### src/rtl/kick_charger.sv
// kick_charger: boost-capacitor charge controller behind the kicker pulse stage.
// Latency: cap_full is seen 2 + FULL_FILTER cycles after it changes, and the state follows one edge later.
//          ready, charging and fault are registered from the next state. The gate is masked by kick_active with no delay.
// Backpressure: none. kick_active and enable=0 override charging at once, and FAULT holds until enable drops.
//
// Ports:
//   clk          system clock (50 MHz nominal)
//   reset        asynchronous active-low reset
//   enable       charging permitted (firmware register bit)
//   kick_active  kicker discharge in progress (Dout of the pulse stage)
//   cap_full     capacitor comparator, asynchronous to clk
//   gate         boost MOSFET gate drive
//   ready        capacitor charged, kick permitted
//   charging     high while in CHARGE
//   fault        charge timeout latched
//   state        current state encoding (IDLE=0 CHARGE=1 FULL=2 SETTLE=3 FAULT=4)
//
// Build option: define KICK_CHARGER_SOFTSTART_EN to ramp the PWM on-time from PWM_ON/4
// up to PWM_ON, one cycle per period, after each fresh charge. A top-up from FULL
// always starts at full on-time.
module kick_charger #(
    parameter int unsigned PWM_PERIOD     = 500,
    parameter int unsigned PWM_ON         = 350,
    parameter int unsigned SETTLE_CYCLES  = 5000,
    parameter int unsigned FULL_FILTER    = 16,
    parameter int unsigned CHARGE_TIMEOUT = 150000000
) (
    input  logic       clk,
    input  logic       reset,
    input  logic       enable,
    input  logic       kick_active,
    input  logic       cap_full,
    output logic       gate,
    output logic       ready,
    output logic       charging,
    output logic       fault,
    output logic [2:0] state
);

    localparam logic [2:0] S_IDLE   = 3'd0;
    localparam logic [2:0] S_CHARGE = 3'd1;
    localparam logic [2:0] S_FULL   = 3'd2;
    localparam logic [2:0] S_SETTLE = 3'd3;
    localparam logic [2:0] S_FAULT  = 3'd4;

    localparam logic [31:0] PERIOD32  = 32'(PWM_PERIOD);
    localparam logic [31:0] ON32      = 32'(PWM_ON);
    localparam logic [31:0] SETTLE32  = 32'(SETTLE_CYCLES);
    localparam logic [31:0] FILTER32  = 32'(FULL_FILTER);
    localparam logic [31:0] TIMEOUT32 = 32'(CHARGE_TIMEOUT);

    // ------------------------------------------------------------------
    // cap_full conditioning: 2-FF synchronizer, then a consecutive-sample filter
    // ------------------------------------------------------------------
    logic        sync1_q, sync2_q;
    logic        full_f_q, full_f_d;
    logic [31:0] filt_cnt_q, filt_cnt_d;

    always_comb begin
        full_f_d   = full_f_q;
        filt_cnt_d = 32'd0;
        if (sync2_q != full_f_q) begin
            // Accept the new level on the FULL_FILTER-th consecutive differing sample.
            if (filt_cnt_q + 32'd1 >= FILTER32) begin
                full_f_d   = sync2_q;
                filt_cnt_d = 32'd0;
            end else begin
                filt_cnt_d = filt_cnt_q + 32'd1;
            end
        end
    end

    always_ff @(posedge clk or negedge reset) begin
        if (!reset) begin
            sync1_q    <= 1'b0;
            sync2_q    <= 1'b0;
            full_f_q   <= 1'b0;
            filt_cnt_q <= 32'd0;
        end else begin
            sync1_q    <= cap_full;
            sync2_q    <= sync1_q;
            full_f_q   <= full_f_d;
            filt_cnt_q <= filt_cnt_d;
        end
    end

    // ------------------------------------------------------------------
    // State machine
    // ------------------------------------------------------------------
    logic [2:0]  state_q, state_d;
    logic [31:0] pwm_cnt_q, pwm_cnt_d;
    logic [31:0] to_cnt_q, to_cnt_d;
    logic [31:0] settle_cnt_q, settle_cnt_d;

    always_comb begin
        state_d = state_q;
        case (state_q)
            S_IDLE: begin
                if (enable) begin
                    state_d = kick_active ? S_SETTLE : S_CHARGE;
                end
            end
            S_CHARGE: begin
                if (!enable) begin
                    state_d = S_IDLE;
                end else if (kick_active) begin
                    state_d = S_SETTLE;
                end else if (full_f_q) begin
                    state_d = S_FULL;
                end else if (to_cnt_q + 32'd1 >= TIMEOUT32) begin
                    // This is the CHARGE_TIMEOUT-th consecutive cycle spent charging.
                    state_d = S_FAULT;
                end
            end
            S_FULL: begin
                if (!enable) begin
                    state_d = S_IDLE;
                end else if (kick_active) begin
                    state_d = S_SETTLE;
                end else if (!full_f_q) begin
                    state_d = S_CHARGE;
                end
            end
            S_SETTLE: begin
                if (!enable) begin
                    state_d = S_IDLE;
                end else if (!kick_active && (settle_cnt_q + 32'd1 >= SETTLE32)) begin
                    state_d = S_CHARGE;
                end
            end
            S_FAULT: begin
                if (!enable) begin
                    state_d = S_IDLE;
                end
            end
            default: state_d = S_IDLE;
        endcase
    end

    logic charge_entry;
    logic stay_charge;
    logic pwm_wrap;

    assign charge_entry = (state_d == S_CHARGE) && (state_q != S_CHARGE);
    assign stay_charge  = (state_d == S_CHARGE) && (state_q == S_CHARGE);
    assign pwm_wrap     = stay_charge && (pwm_cnt_q >= PERIOD32 - 32'd1);

    always_comb begin
        pwm_cnt_d = 32'd0;
        if (stay_charge && !pwm_wrap) begin
            pwm_cnt_d = pwm_cnt_q + 32'd1;
        end
    end

    // Timeout counts cycles in the current CHARGE stint and restarts on every entry.
    assign to_cnt_d = stay_charge ? to_cnt_q + 32'd1 : 32'd0;

    // Settle counts quiet cycles only. Any kick_active cycle restarts the window.
    always_comb begin
        settle_cnt_d = 32'd0;
        if ((state_d == S_SETTLE) && (state_q == S_SETTLE) && !kick_active) begin
            settle_cnt_d = settle_cnt_q + 32'd1;
        end
    end

    // ------------------------------------------------------------------
    // PWM on-time
    // ------------------------------------------------------------------
    logic [31:0] on_time;

`ifdef KICK_CHARGER_SOFTSTART_EN
    localparam logic [31:0] ON_START32 = 32'(PWM_ON / 4);

    logic [31:0] on_q, on_d;

    always_comb begin
        on_d = on_q;
        if (charge_entry) begin
            // A top-up from FULL needs no inrush limiting. The capacitor is nearly charged.
            on_d = (state_q == S_FULL) ? ON32 : ON_START32;
        end else if (pwm_wrap && (on_q < ON32)) begin
            on_d = on_q + 32'd1;
        end
    end

    always_ff @(posedge clk or negedge reset) begin
        if (!reset) begin
            on_q <= 32'd0;
        end else begin
            on_q <= on_d;
        end
    end

    assign on_time = on_d;
`else
    assign on_time = ON32;
`endif

    // ------------------------------------------------------------------
    // Registered outputs. Each one comes from the next state so that it lines up with state.
    // ------------------------------------------------------------------
    logic gate_q, gate_d;
    logic ready_q, charging_q, fault_q;

    assign gate_d = (state_d == S_CHARGE) && (pwm_cnt_d < on_time);

    always_ff @(posedge clk or negedge reset) begin
        if (!reset) begin
            state_q      <= S_IDLE;
            pwm_cnt_q    <= 32'd0;
            to_cnt_q     <= 32'd0;
            settle_cnt_q <= 32'd0;
            gate_q       <= 1'b0;
            ready_q      <= 1'b0;
            charging_q   <= 1'b0;
            fault_q      <= 1'b0;
        end else begin
            state_q      <= state_d;
            pwm_cnt_q    <= pwm_cnt_d;
            to_cnt_q     <= to_cnt_d;
            settle_cnt_q <= settle_cnt_d;
            gate_q       <= gate_d;
            ready_q      <= (state_d == S_FULL);
            charging_q   <= (state_d == S_CHARGE);
            fault_q      <= (state_d == S_FAULT);
        end
    end

    // kick_active masks the gate combinationally. The registered gate may lag a kick
    // by one edge, and the MOSFET must never conduct while the kicker discharges.
    assign gate     = gate_q & ~kick_active;
    assign ready    = ready_q;
    assign charging = charging_q;
    assign fault    = fault_q;
    assign state    = state_q;

endmodule

### config.mk
export PLATFORM = sky130hd
export DESIGN_NAME = kick_charger
export DESIGN_NICKNAME = d
export VERILOG_FILES = /design/src/rtl/kick_charger.sv
export SDC_FILE = /design/constraint.sdc
export NUM_CORES = 1
export LEC_CHECK = 0
export ABC_AREA = 1
export CORE_MARGIN = 8
export CORE_UTILIZATION = 63
export DETAILED_ROUTE_END_ITERATION = 8
export PLACE_DENSITY = 0.76
export SYNTH_ARGS = -nofsm -noshare
export SYNTH_HDL_FRONTEND = slang
export SYNTH_SLANG_ARGS = --single-unit
### constraint.sdc
create_clock -name clk -period 2.7 [get_ports clk]
set_input_delay 0.405 -clock clk [delete_from_list [all_inputs] [get_ports clk]]
set_output_delay 0.405 -clock clk [all_outputs]
set_load 0.02 [all_outputs]
==> run metrics, run 1 <==
endpoint of the lowest-slack register-to-register path=gate_q; number of buffer and inverter stages on the critical path=1; largest net degree at the start of global routing=61; violated checks=negative setup slack; portion of total power attributed to the clock network=43.3%; number of nets in the final layout=1,062; sort of element at the start of the critical path=register; number of endpoints failing setup at the final stage=19; GRT Total Usage=21.42%; die area=0.01498 mm²; number of nets still failing antenna checks after routing=0; Worst Hold End=sync2_q; cell area power density=573.0 mW/mm²; critical path data required time=3.01 ns; share of final-layout standard cells stronger than drive strength 1=20.56%; worst setup slack for register-to-register paths=-0.18 ns; Yosys cell types=36; drt drc=0; highest-count cells in the layout ignoring fill and taps=sky130_fd_sc_hd__nand2_1, sky130_fd_sc_hd__dfrtp_1, sky130_fd_sc_hd__nor2_1; aggregate routed wire length=16,850 µm; depth of the worst register-to-register path=22; sequential cell area fraction in the yosys report=48.43%; ports placed on the boundary=12; endpoint kind of the worst setup timing path=register; maximum frequency from static timing analysis=346.7 MHz; global placer's final weighted congestion=0.9226; Mapped Area=0.007131 mm²; Core Util, Final=82.14%; # diodes=0; Internal=3771 µW; number of buffers inserted by port buffering=11; Final Worst Setup Slack=-0.1840 ns; Yosys Warn Count=0; number of max-cap violations=0; maximum fanout count along the critical path=5; CP max stage delay=0.39 ns; Num CTS Buffers=17; WL per Instance=13.95 µm; relative contribution of sequential cells to total power=42.9%; RSZ-0062 raised after global routing=true; startpoint of the lowest-slack hold path=sync1_q; critical path arrival=3.19 ns; post-DR vias/cell=5.147; clock tree skew after final layout=0.009973 ns; number of vias in the routed layout=6,217; number of H-tree branching levels=4; Place WS=-0.03551 ns; number of enable flip-flop cells after synthesis=0; crit path launch=to_cnt_q[0]; start of the worst register-to-register path=to_cnt_q[0]; run status=complete, but fails checks; post-synthesis async set-or-reset flop share=100.0%; critical path class=register to register; number of flip-flops and latches in the synthesized netlist=138; vias in the first global route=5,704; cell with the largest stage delay on the worst path=sky130_fd_sc_hd__dfrtp_1; insertion delay of the later-clocked pin in the worst-skew pair=0.43 ns; power consumption=5282 µW; Net Sw Power=1511 µW; Rel. slew slack=64.54%; buffer depth of the longest clock path=2; final-report max-slew violation count=0; starting density of the core=63.53%; switching share of total power=28.60%; detailed-router iteration count before antenna repair=5; initial antenna violation count=0; dpl hpwl=10,320 µm; Avg Inst Size Synth=7.888 µm²; number of violations reported at the end of detailed-routing iteration 0=494; time the worst path needs with I/O delays and setup=2.884 ns; portion of the clock cycle consumed by the worst path in the final layout=106.8%; kind of cell adding the most delay to the critical path=simple AND/OR/NAND/NOR gates; P&R area growth vs syn=29.29%; WP depth=22; WHS Path Cells=0; peak ir drop on the vdd network=0.8358 mV; placed standard-cell area=0.007799 mm²; remaining global-route overflow=0; share of power burned in combinational logic=13.9%; root buf cell=sky130_fd_sc_hd__clkbuf_16; worst min path class=register to register; clock input transition at the sequential cells of the worst setup and hold paths=0.07 ns; Final Instance Area=0.009219 mm²; Die Height=122.4 µm; Worst Hold Margin=0.3935 ns; ys flop type=sky130_fd_sc_hd__dfrtp_1; synthesized instance count=904; critical path, cell by cell=ha_2 -> nand2_2 -> nor2_4 -> nand2_2 -> nor2_4 -> nand2_1 -> nand2_1 -> nand2_2 -> nand2_2 -> nor2_1 -> nand2_1 -> nor2_2 -> nor2_2 -> nand3_1 -> nand2_1 -> nand2_1 -> nand2_2 -> nand3_4 -> nor2_4 -> clkinv_4 -> nor2_4 -> a21oi_1; Die Width=122.4 µm; CTS tree=yes; cell row count=39; Leakage=0.004028 µW; hold violation total from the final report=0; core region area=0.01122 mm²; CTS sink count=138; Least-Margin Pin Slew=0.5319 ns; commonest non-fill, non-tap cell in the layout=sky130_fd_sc_hd__nand2_1; wire length of the first global-routing pass=25,500 µm
routing by layer:
layer / vias to the layer above / part of all wire, % / global-route usage, %
li1: 3083 / - / -
met1: 2926 / 44 / 28.21
met2: 174 / 49 / 33.93
met3: 34 / 4.6 / 4.738
met4: 0 / 2.2 / 8.454
met5: - / 0 / 0
stage by stage:
stage,setup TNS (ns),cells
after floorplan,0,977
after global placement,-0.008915,1141
after detailed placement,-0.1240,1141
after CTS,0,1181
after global routing,-10.76,1208
final,-0.8826,1208
area by class of cell:
class,instances,area [µm²]
Timing Repair Buffer,59,591.8
Clock buffer,17,425.4
Multi-Input combinational cell,731,4008
Timing Repair inverter,1,6.256
Clock inverter,15,155.1
Sequential cell,138,3458
Fill cell,707,2004
Inverter,104,395.4
Tap cell,143,178.9
synthesized netlist by cell type (2+ instances only):
library cell	n	area share, %
sky130_fd_sc_hd__nand2_1	266	14
sky130_fd_sc_hd__nor2_1	151	7.9
sky130_fd_sc_hd__dfrtp_1	138	48
sky130_fd_sc_hd__inv_1	99	5.2
sky130_fd_sc_hd__nand3_1	37	2.6
sky130_fd_sc_hd__xor2_1	29	3.6
sky130_fd_sc_hd__nand4_1	28	2.5
sky130_fd_sc_hd__nor3_1	19	1.3
sky130_fd_sc_hd__nand3b_1	18	1.9
sky130_fd_sc_hd__xnor2_1	18	2.2
sky130_fd_sc_hd__nor2_2	16	1.4
sky130_fd_sc_hd__a21oi_1	12	0.84
sky130_fd_sc_hd__nor4_1	9	0.79
sky130_fd_sc_hd__nand3_2	8	1.1
sky130_fd_sc_hd__o21ai_0	8	0.56
sky130_fd_sc_hd__nor2_4	7	1.1
sky130_fd_sc_hd__ha_1	5	0.88
sky130_fd_sc_hd__nand2_2	4	0.35
sky130_fd_sc_hd__and2_1	3	0.26
sky130_fd_sc_hd__and3_1	3	0.26
sky130_fd_sc_hd__buf_6	3	0.47
sky130_fd_sc_hd__inv_2	3	0.16
sky130_fd_sc_hd__o21ai_1	3	0.21
sky130_fd_sc_hd__o21bai_1	3	0.32
sky130_fd_sc_hd__a21oi_2	2	0.25
sky130_fd_sc_hd__nor3_2	2	0.28
cell families after synthesis:
family	count (synthesis)	synth area share, %
simple gates	574	36.18
flops	138	48.43
buf+inv	108	6.054
xor+xnor	47	5.773
compound gates	31	2.632
fa+ha+maj	5	0.8773
other cells	1	0.05259
what timing repair did:
action / in CTS / in global routing
setup buffers: 7 / 23
gates cloned: 0 / 4
gates resized for setup: 7 / 132
hold buffers: 1 / 0
endpoints found under the hold margin: 58 / 0
pin swaps: 4 / 22
endpoints found under the setup margin: 5 / 56
worst max-delay path by stage:
stage | endpoint | slack, ns
finish | gate_q | -0.18
global route | gate_q | -0.40
CTS | filt_cnt_q[2] | 0.002
detailed placement | full_f_q | -0.04
global placement | full_f_q | -0.009
floorplan | full_f_q | 0.26
worst register-to-register path, stage by stage (launching register included):
cell	delay (ns)
sky130_fd_sc_hd__dfrtp_1	0.39
sky130_fd_sc_hd__ha_2	0.21
sky130_fd_sc_hd__nand2_2	0.08
sky130_fd_sc_hd__nor2_4	0.17
sky130_fd_sc_hd__nand2_2	0.10
sky130_fd_sc_hd__nor2_4	0.20
sky130_fd_sc_hd__nand2_1	0.08
sky130_fd_sc_hd__nand2_1	0.09
sky130_fd_sc_hd__nand2_2	0.09
sky130_fd_sc_hd__nand2_2	0.10
sky130_fd_sc_hd__nor2_1	0.05
sky130_fd_sc_hd__nand2_1	0.07
sky130_fd_sc_hd__nor2_2	0.04
sky130_fd_sc_hd__nor2_2	0.11
sky130_fd_sc_hd__nand3_1	0.07
sky130_fd_sc_hd__nand2_1	0.08
sky130_fd_sc_hd__nand2_1	0.06
sky130_fd_sc_hd__nand2_2	0.12
sky130_fd_sc_hd__nand3_4	0.11
sky130_fd_sc_hd__nor2_4	0.24
sky130_fd_sc_hd__clkinv_4	0.14
sky130_fd_sc_hd__nor2_4	0.11
sky130_fd_sc_hd__a21oi_1	0.08
state kept, by name (all words and copies together), names as in the netlist:
register and flops:
settle_cnt_q 32, ready 1, fault 1, to_cnt_q 32, sync2_q 1, state 3, pwm_cnt_q 32, filt_cnt_q 32
gate_q 1, full_f_q 1, sync1_q 1, charging 1
power groups by stage:
stage / clock (µW) / combinational (µW) / sequential, µW
finish: 2290 / 732 / 2260
global route: 2420 / 790 / 2270
CTS: 2320 / 500 / 2260
detailed placement: 0 / 494 / 2300
global placement: 0 / 489 / 2300
floorplan: 0 / 278 / 2310
No activity file was read; power rests on OpenSTA's default activity.
==> run 2, diff against run 1 <==
--- a/config.mk
+++ b/config.mk
@@ -5,11 +5,11 @@
 export SDC_FILE = /design/constraint.sdc
 export NUM_CORES = 1
 export LEC_CHECK = 0
-export ABC_AREA = 1
 export CORE_MARGIN = 8
-export CORE_UTILIZATION = 63
+export CORE_UTILIZATION = 62
 export DETAILED_ROUTE_END_ITERATION = 8
-export PLACE_DENSITY = 0.76
+export MAX_ROUTING_LAYER = met4
+export PLACE_DENSITY = 0.75
 export SYNTH_ARGS = -nofsm -noshare
 export SYNTH_HDL_FRONTEND = slang
 export SYNTH_SLANG_ARGS = --single-unit
==> run metrics, run 2 <==
Mapped Area=0.006824 mm² (was 0.007131 mm²); sequential cell area fraction in the yosys report=50.61% (was 48.43%); Yosys cell types=66 (was 36); relative contribution of sequential cells to total power=44.2% (was 42.9%); hold violation total from the final report=0 (unchanged); number of endpoints failing setup at the final stage=43 (was 19); buffer depth of the longest clock path=2 (unchanged); run status=complete, but fails checks (unchanged); number of max-cap violations=0 (unchanged); peak-usage layer in the global routing report=met2 (unchanged); time the worst path needs with I/O delays and setup=3.047 ns (was 2.884 ns); WL per Instance=18.51 µm (was 13.95 µm); starting density of the core=63.23% (was 63.53%); number of enable flip-flop cells after synthesis=0 (unchanged); critical path class=register to register (unchanged); cell area power density=525.8 mW/mm² (was 573.0 mW/mm²); vias in the first global route=6,068 (was 5,704); peak ir drop on the vdd network=0.6293 mV (was 0.8358 mV); CTS sink count=138 (unchanged); worst min path class=input pin to register (was register to register); synthesized instance count=654 (was 904); number of vias in the routed layout=6,135 (was 6,217); P&R area growth vs syn=38.01% (was 29.29%); commonest non-fill, non-tap cell in the layout=sky130_fd_sc_hd__dfrtp_1 (was sky130_fd_sc_hd__nand2_1); aggregate routed wire length=18,790 µm (was 16,850 µm); Num CTS Buffers=17 (unchanged); cell row count=38 (was 39); synth top area cells=sky130_fd_sc_hd__dfrtp_1, sky130_fd_sc_hd__xor2_1, sky130_fd_sc_hd__nor3_1, sky130_fd_sc_hd__nor4_2, sky130_fd_sc_hd__xnor2_1 (was sky130_fd_sc_hd__dfrtp_1, sky130_fd_sc_hd__nand2_1, sky130_fd_sc_hd__nor2_1, sky130_fd_sc_hd__inv_1, sky130_fd_sc_hd__xor2_1); routing usage on met2=43.04% (was 33.93%); post-synthesis async set-or-reset flop share=100.0% (unchanged); critical path data required time=3.14 ns (was 3.01 ns); detailed-router iteration count before antenna repair=7 (was 5); drt drc=0 (unchanged); dpl hpwl=10,860 µm (was 10,320 µm); wire length of the first global-routing pass=29,480 µm (was 25,500 µm); endpoint kind of the worst setup timing path=register (unchanged); Final Worst Setup Slack=-0.3469 ns (was -0.1840 ns); maximum fanout count along the critical path=10 (was 5); post-DR vias/cell=6.044 (was 5.147); # diodes=0 (unchanged); remaining global-route overflow=0 (unchanged); sort of element at the start of the critical path=register (unchanged); depth of the worst register-to-register path=10 (was 22); clock input transition at the sequential cells of the worst setup and hold paths=0.06 ns (was 0.07 ns); GRT Total Usage=26.26% (was 21.42%); Core Util, Final=87.26% (was 82.14%); violated checks=negative setup slack (unchanged); portion of the clock cycle consumed by the worst path in the final layout=112.8% (was 106.8%); final-report max-slew violation count=0 (unchanged); RSZ-0062 raised after global routing=true (unchanged); core region area=0.01079 mm² (was 0.01122 mm²); clock tree skew after final layout=0.006485 ns (was 0.009973 ns); largest net degree at the start of global routing=79 (was 61); area share of the largest cell type after synthesis=50.61% (was 48.43%); share of power burned in combinational logic=6.9% (was 13.9%); portion of total power attributed to the clock network=48.8% (was 43.3%); Die Width=120.9 µm (was 122.4 µm); Leakage=0.003976 µW (was 0.004028 µW); Least-Margin Pin Slew=0.6898 ns (was 0.5319 ns); Rel. slew slack=54.01% (was 64.54%); WHS Path Cells=1 (was 0); root buf cell=sky130_fd_sc_hd__clkbuf_8 (was sky130_fd_sc_hd__clkbuf_16); ports placed on the boundary=12 (unchanged); highest-count cells in the layout ignoring fill and taps=sky130_fd_sc_hd__dfrtp_1, sky130_fd_sc_hd__buf_4, sky130_fd_sc_hd__conb_1 (was sky130_fd_sc_hd__nand2_1, sky130_fd_sc_hd__dfrtp_1, sky130_fd_sc_hd__nor2_1); number of violations reported at the end of detailed-routing iteration 0=673 (was 494); met1 demand-to-capacity share in global routing=30.43% (was 28.21%); Net Sw Power=1192 µW (was 1511 µW); ys flop type=sky130_fd_sc_hd__dfrtp_1 (unchanged); cell types with the highest counts after synthesis=sky130_fd_sc_hd__dfrtp_1, sky130_fd_sc_hd__nor3_1, sky130_fd_sc_hd__nand3_1, sky130_fd_sc_hd__nand2_1, sky130_fd_sc_hd__nor2_1 (was sky130_fd_sc_hd__nand2_1, sky130_fd_sc_hd__nor2_1, sky130_fd_sc_hd__dfrtp_1, sky130_fd_sc_hd__inv_1, sky130_fd_sc_hd__nand3_1); most frequent cell after synthesis=sky130_fd_sc_hd__dfrtp_1 (was sky130_fd_sc_hd__nand2_1); number of flip-flops and latches in the synthesized netlist=138 (unchanged); share of final-layout standard cells stronger than drive strength 1=29.26% (was 20.56%); CTS tree=yes (unchanged); number of nets in the final layout=873 (was 1,062); placed standard-cell area=0.008183 mm² (was 0.007799 mm²); Die Height=120.9 µm (was 122.4 µm); insertion delay of the later-clocked pin in the worst-skew pair=0.54 ns (was 0.43 ns); number of nets still failing antenna checks after routing=0 (unchanged); die area=0.01462 mm² (was 0.01498 mm²); Worst Hold Margin=0.3412 ns (was 0.3935 ns); Final Instance Area=0.009418 mm² (was 0.009219 mm²); Internal=3760 µW (was 3771 µW); global placer's final weighted congestion=0.9045 (was 0.9226); number of H-tree branching levels=4 (unchanged); initial antenna violation count=0 (unchanged); Yosys Warn Count=0 (unchanged); met3 layer usage reported by global route=6.747% (was 4.738%); cell accounting for the most synthesized area=sky130_fd_sc_hd__dfrtp_1 (unchanged); number of buffers inserted by port buffering=11 (unchanged); critical path arrival=3.49 ns (was 3.19 ns); switching share of total power=24.07% (was 28.60%); Avg Inst Size Synth=10.43 µm² (was 7.888 µm²); maximum frequency from static timing analysis=328.2 MHz (was 346.7 MHz)
## run 2: cell count changes after synthesis, moves of 9 or more
cell | before | now
sky130_fd_sc_hd__nor3_1 | 19 | 50
sky130_fd_sc_hd__nor2_1 | 151 | 34
sky130_fd_sc_hd__a31oi_1 | 0 | 10
sky130_fd_sc_hd__nor4_2 | 0 | 19
sky130_fd_sc_hd__o21ai_0 | 8 | 17
sky130_fd_sc_hd__nand2_1 | 266 | 40
sky130_fd_sc_hd__or3_1 | 0 | 11
sky130_fd_sc_hd__clkbuf_1 | 0 | 17
sky130_fd_sc_hd__nor2_2 | 16 | 0
sky130_fd_sc_hd__and4_1 | 0 | 14
sky130_fd_sc_hd__and3_1 | 3 | 15
sky130_fd_sc_hd__nand3b_1 | 18 | 6
sky130_fd_sc_hd__inv_1 | 99 | 7
## run 2: worst paths after layout
| path | endpoint | from | slack, ns |
|---|---|---|---|
| worst min register to register | sync2_q | sync1_q | 0.37 |
| worst max register to register | pwm_cnt_q[1] | to_cnt_q[11] | -0.35 |
| max in group asynchronous | pwm_cnt_q[17] | reset | 1.45 |
| min in group asynchronous | filt_cnt_q[3] | reset | 0.49 |
| worst min-delay path | sync1_q | cap_full | 0.34 |
| worst max-delay path | pwm_cnt_q[1] | to_cnt_q[11] | -0.35 |
## run 2: routing by layer
metal / vias up / routed length [µm]
met5: - / 0
li1: 2811 / -
met2: 221 / 9674
met4: 0 / 504
met3: 54 / 1038
met1: 3049 / 7567
## run 2: through the flow
stage	cells	total power, µW	setup WS (ns)	TNS, ns
after CTS	1005	4953	-0.1951	-5.543
after detailed placement	956	2503	-0.3150	-8.489
after floorplan	727	2365	-0.1309	-2.324
final	1015	4952	-0.3469	-11.81
after global routing	1015	5107	-0.4751	-16.93
after global placement	956	2490	-0.1675	-4.146
## run 2: final cells by class
type | count | area [µm²]
inverter | 8 | 30.03
clock inverter | 14 | 196.4
timing repair buffer | 143 | 1227
fill | 546 | 1375
clock buffer | 17 | 414.1
tap | 140 | 175.2
multi-input combinational | 555 | 3913
sequential | 138 | 3462
## run 2: worst max-delay path: stages, from the launching register on
cell and delay [ns]:
sky130_fd_sc_hd__dfrtp_1 0.40, sky130_fd_sc_hd__nand4_4 0.17, sky130_fd_sc_hd__buf_6 0.16, sky130_fd_sc_hd__nor4_4 0.36, sky130_fd_sc_hd__nand2_2 0.13, sky130_fd_sc_hd__or3_4 0.37, sky130_fd_sc_hd__a32o_2 0.29, sky130_fd_sc_hd__or3_4 0.37
sky130_fd_sc_hd__o22a_4 0.26, sky130_fd_sc_hd__buf_12 0.16, sky130_fd_sc_hd__nor4b_4 0.27
## run 2: what timing repair did
item                                    4_1_cts  5_1_grt
hold buffers                                  1        0
gates cloned                                  1        0
endpoints found under the setup margin       57       61
gates resized for setup                      37       54
hold endpoints to repair                     74        0
pin swaps                                    13       13
setup buffers                                20       12
## run 2: cell families (layout without fill, tap and decap cells)
group / Yosys count / count (layout) / share of synthesized area, %
multiplexers: 8 / 8 / 1.228
buffers and inverters: 34 / 182 / 2.182
XOR/XNOR: 55 / 55 / 7.059
adder cells (fa/ha/maj): 6 / 6 / 1.063
other: 1 / 74 / 0.05495
flip-flops: 138 / 138 / 50.61
AO/OA/AOI/OAI: 89 / 89 / 8.764
AND/OR/NAND/NOR: 323 / 323 / 29.04
## run 2: power by group through the flow
stage	registers [µW]	clock network, µW	logic [µW]
after detailed placement	2220	0	280
after floorplan	2220	0	143
after CTS	2190	2440	326
after global routing	2200	2530	374
after global placement	2220	0	272
final	2190	2420	342
==> run 3, diff against run 2 <==
--- a/config.mk
+++ b/config.mk
@@ -9,7 +9,7 @@
 export CORE_UTILIZATION = 62
 export DETAILED_ROUTE_END_ITERATION = 8
 export MAX_ROUTING_LAYER = met4
-export PLACE_DENSITY = 0.75
+export PLACE_DENSITY_LB_ADDON = 0.2
 export SYNTH_ARGS = -nofsm -noshare
 export SYNTH_HDL_FRONTEND = slang
 export SYNTH_SLANG_ARGS = --single-unit
==> run metrics, run 3 (synthesis gave the netlist of run 2 again) <==
run status=complete, but fails checks (unchanged); violated checks=negative setup slack (unchanged); wire length of the first global-routing pass=30,790 µm (was 29,480 µm); sort of element at the start of the critical path=register (unchanged); depth of the worst register-to-register path=10 (unchanged); aggregate routed wire length=24,710 µm (was 18,790 µm); number of endpoints failing setup at the final stage=53 (was 43); WHS Path Cells=1 (unchanged); post-DR vias/cell=6.898 (was 6.044); number of nets in the final layout=876 (was 873); number of vias in the routed layout=7,022 (was 6,135); root buf cell=sky130_fd_sc_hd__clkbuf_8 (unchanged); insertion delay of the later-clocked pin in the worst-skew pair=0.55 ns (was 0.54 ns); share of final-layout standard cells stronger than drive strength 1=33.26% (was 29.26%); maximum frequency from static timing analysis=309.8 MHz (was 328.2 MHz); critical path arrival=3.64 ns (was 3.49 ns); RSZ-0062 raised after global routing=true (unchanged); power consumption=5117 µW (was 4952 µW); critical path data required time=3.11 ns (was 3.14 ns); Die Height=120.9 µm (unchanged); critical path, cell by cell=buf_4 -> nand4_1 -> nor4_4 -> nand2_1 -> or3_4 -> a32o_2 -> or3_4 -> o22a_4 -> buf_12 -> nor4_4 (was nand4_4 -> buf_6 -> nor4_4 -> nand2_2 -> or3_4 -> a32o_2 -> or3_4 -> o22a_4 -> buf_12 -> nor4b_4); Least-Margin Pin Slew=0.9607 ns (was 0.6898 ns); dpl hpwl=11,640 µm (was 10,860 µm); core region area=0.01079 mm² (unchanged); clock input transition at the sequential cells of the worst setup and hold paths=0.06 ns (about the same); cell area power density=523.7 mW/mm² (was 525.8 mW/mm²); Fillers=398 (was 546); P&R area growth vs syn=43.18% (was 38.01%); GRT Total Usage=27.68% (was 26.26%); placed standard-cell area=0.008118 mm² (was 0.008183 mm²); number of nets still failing antenna checks after routing=0 (unchanged); portion of the clock cycle consumed by the worst path in the final layout=119.5% (was 112.8%); clock tree skew after final layout=0.009124 ns (was 0.006485 ns); start of the worst register-to-register path=to_cnt_q[2] (was to_cnt_q[11]); Leakage=0.004117 µW (was 0.003976 µW); Rel. slew slack=35.95% (was 54.01%); Num CTS Buffers=17 (unchanged); CTS tree=yes (unchanged); detailed-router iteration count before antenna repair=8 (was 7); starting density of the core=63.23% (unchanged); largest net degree at the start of global routing=58 (was 79); cell with the largest stage delay on the worst path=sky130_fd_sc_hd__dfrtp_1 (unchanged); number of violations reported at the end of detailed-routing iteration 0=1,110 (was 673); worst setup slack for register-to-register paths=-0.53 ns (was -0.35 ns); buffer depth of the longest clock path=2 (unchanged); maximum fanout count along the critical path=6 (was 10); global placer's final weighted congestion=0.9712 (was 0.9045); Seq. cell area=0.003468 mm² (was 0.003462 mm²); die area=0.01462 mm² (unchanged); worst setup path endpoint=pwm_cnt_q[8] (was pwm_cnt_q[1]); initial antenna violation count=0 (unchanged); number of buffers inserted by port buffering=11 (unchanged); number of H-tree branching levels=4 (unchanged); # diodes=0 (unchanged); peak ir drop on the vdd network=0.5602 mV (was 0.6293 mV); Final Worst Setup Slack=-0.5276 ns (was -0.3469 ns); endpoint kind of the worst setup timing path=register (unchanged); vias in the first global route=6,333 (was 6,068); hold violation total from the final report=0 (unchanged); time the worst path needs with I/O delays and setup=3.228 ns (was 3.047 ns); CTS sink count=138 (unchanged); ports placed on the boundary=12 (unchanged); number of max-cap violations=0 (unchanged); Final Instance Area=0.009771 mm² (was 0.009418 mm²); final-report max-slew violation count=0 (unchanged); critical path class=register to register (unchanged); commonest non-fill, non-tap cell in the layout=sky130_fd_sc_hd__dfrtp_1 (unchanged); multi-input logic area=0.004199 mm² (was 0.003913 mm²); cell row count=38 (unchanged); CP max stage delay=0.46 ns (was 0.40 ns); worst min path class=input pin to register (unchanged); crit path launch=to_cnt_q[2] (was to_cnt_q[11]); remaining global-route overflow=0 (unchanged); highest-count cells in the layout ignoring fill and taps=sky130_fd_sc_hd__dfrtp_1, sky130_fd_sc_hd__buf_4, sky130_fd_sc_hd__conb_1 (unchanged); endpoint of the lowest-slack register-to-register path=pwm_cnt_q[8] (was pwm_cnt_q[1]); Die Width=120.9 µm (unchanged); drt drc=0 (unchanged); WL per Instance=24.27 µm (was 18.51 µm); Worst Hold Margin=0.3059 ns (was 0.3412 ns)
## run 3: cell types whose count changed in the layout (fill, tap and decap cells not counted), moves of 4 or more
cell and change:
sky130_fd_sc_hd__nor3_1 -10, sky130_fd_sc_hd__dfrtp_2 +5, sky130_fd_sc_hd__nor3_2 +5, sky130_fd_sc_hd__nor3_4 +5, sky130_fd_sc_hd__buf_6 -4, sky130_fd_sc_hd__dfrtp_1 -5
## run 3: what timing repair did
action / CTS / global route
cloned: 0 / 4
pin swaps: 23 / 47
endpoints found under the hold margin: 55 / 0
resized for setup: 38 / 109
hold buffers: 1 / 0
endpoints found under the setup margin: 61 / 62
buffers inserted: 12 / 25
## run 3: where the power goes
part	internal (µW)	total, µW	switching, µW
registers	2140	2200	65.4
clock network	1570	2490	917
logic	152	422	270
total	3860	5120	1250
## run 3: worst min path at each step
stage	startpoint	to
3_3_place_gp	sync1_q	sync2_q
4_1_cts	cap_full	sync1_q
5_1_grt	cap_full	sync1_q
2_1_floorplan	reset	charging
3_5_place_dp	sync1_q	sync2_q
6_report	cap_full	sync1_q
## run 3: per-layer routing
metal / share of wire (%) / wire, µm / GRT usage [%] / vias to the layer above
met5: 0 / 0 / - / -
met4: 7.8 / 1939 / 15.69 / 0
met3: 9.5 / 2340 / 6.840 / 223
met2: 48 / 11960 / 45.11 / 600
met1: 34 / 8467 / 30.58 / 3384
li1: - / - / - / 2815
## run 3: critical path: cells and delay by family (launching register included)
family                 cells  cell delay, ns
AOI/OAI and AO/OA          2            0.57
buffers and inverters      2            0.34
DFF                        1            0.46
and+or+nand+nor            6            1.73
## run 3: layout make-up
cell class | instances | share of cell area (%)
repair buffers | 145 | 13.00
well taps | 140 | 1.793
flip-flops and latches | 138 | 35.50
clock buffers | 21 | 4.700
multi-input cells | 556 | 42.98
clock inverters | 10 | 1.678
inverters | 8 | 0.3586
## run 3: metrics by stage
step | worst slack [ns] | util [%] | cells | TNS [ns]
2_1_floorplan | -0.1309 | - | 727 | -2.324
3_3_place_gp | -0.2186 | 75.21 | 949 | -6.796
3_5_place_dp | -0.2713 | 75.21 | 949 | -8.918
4_1_cts | -0.2609 | 83.57 | 991 | -8.799
5_1_grt | -0.5069 | 90.53 | 1018 | -17.54
6_report | -0.5276 | 90.53 | 1018 | -15.78
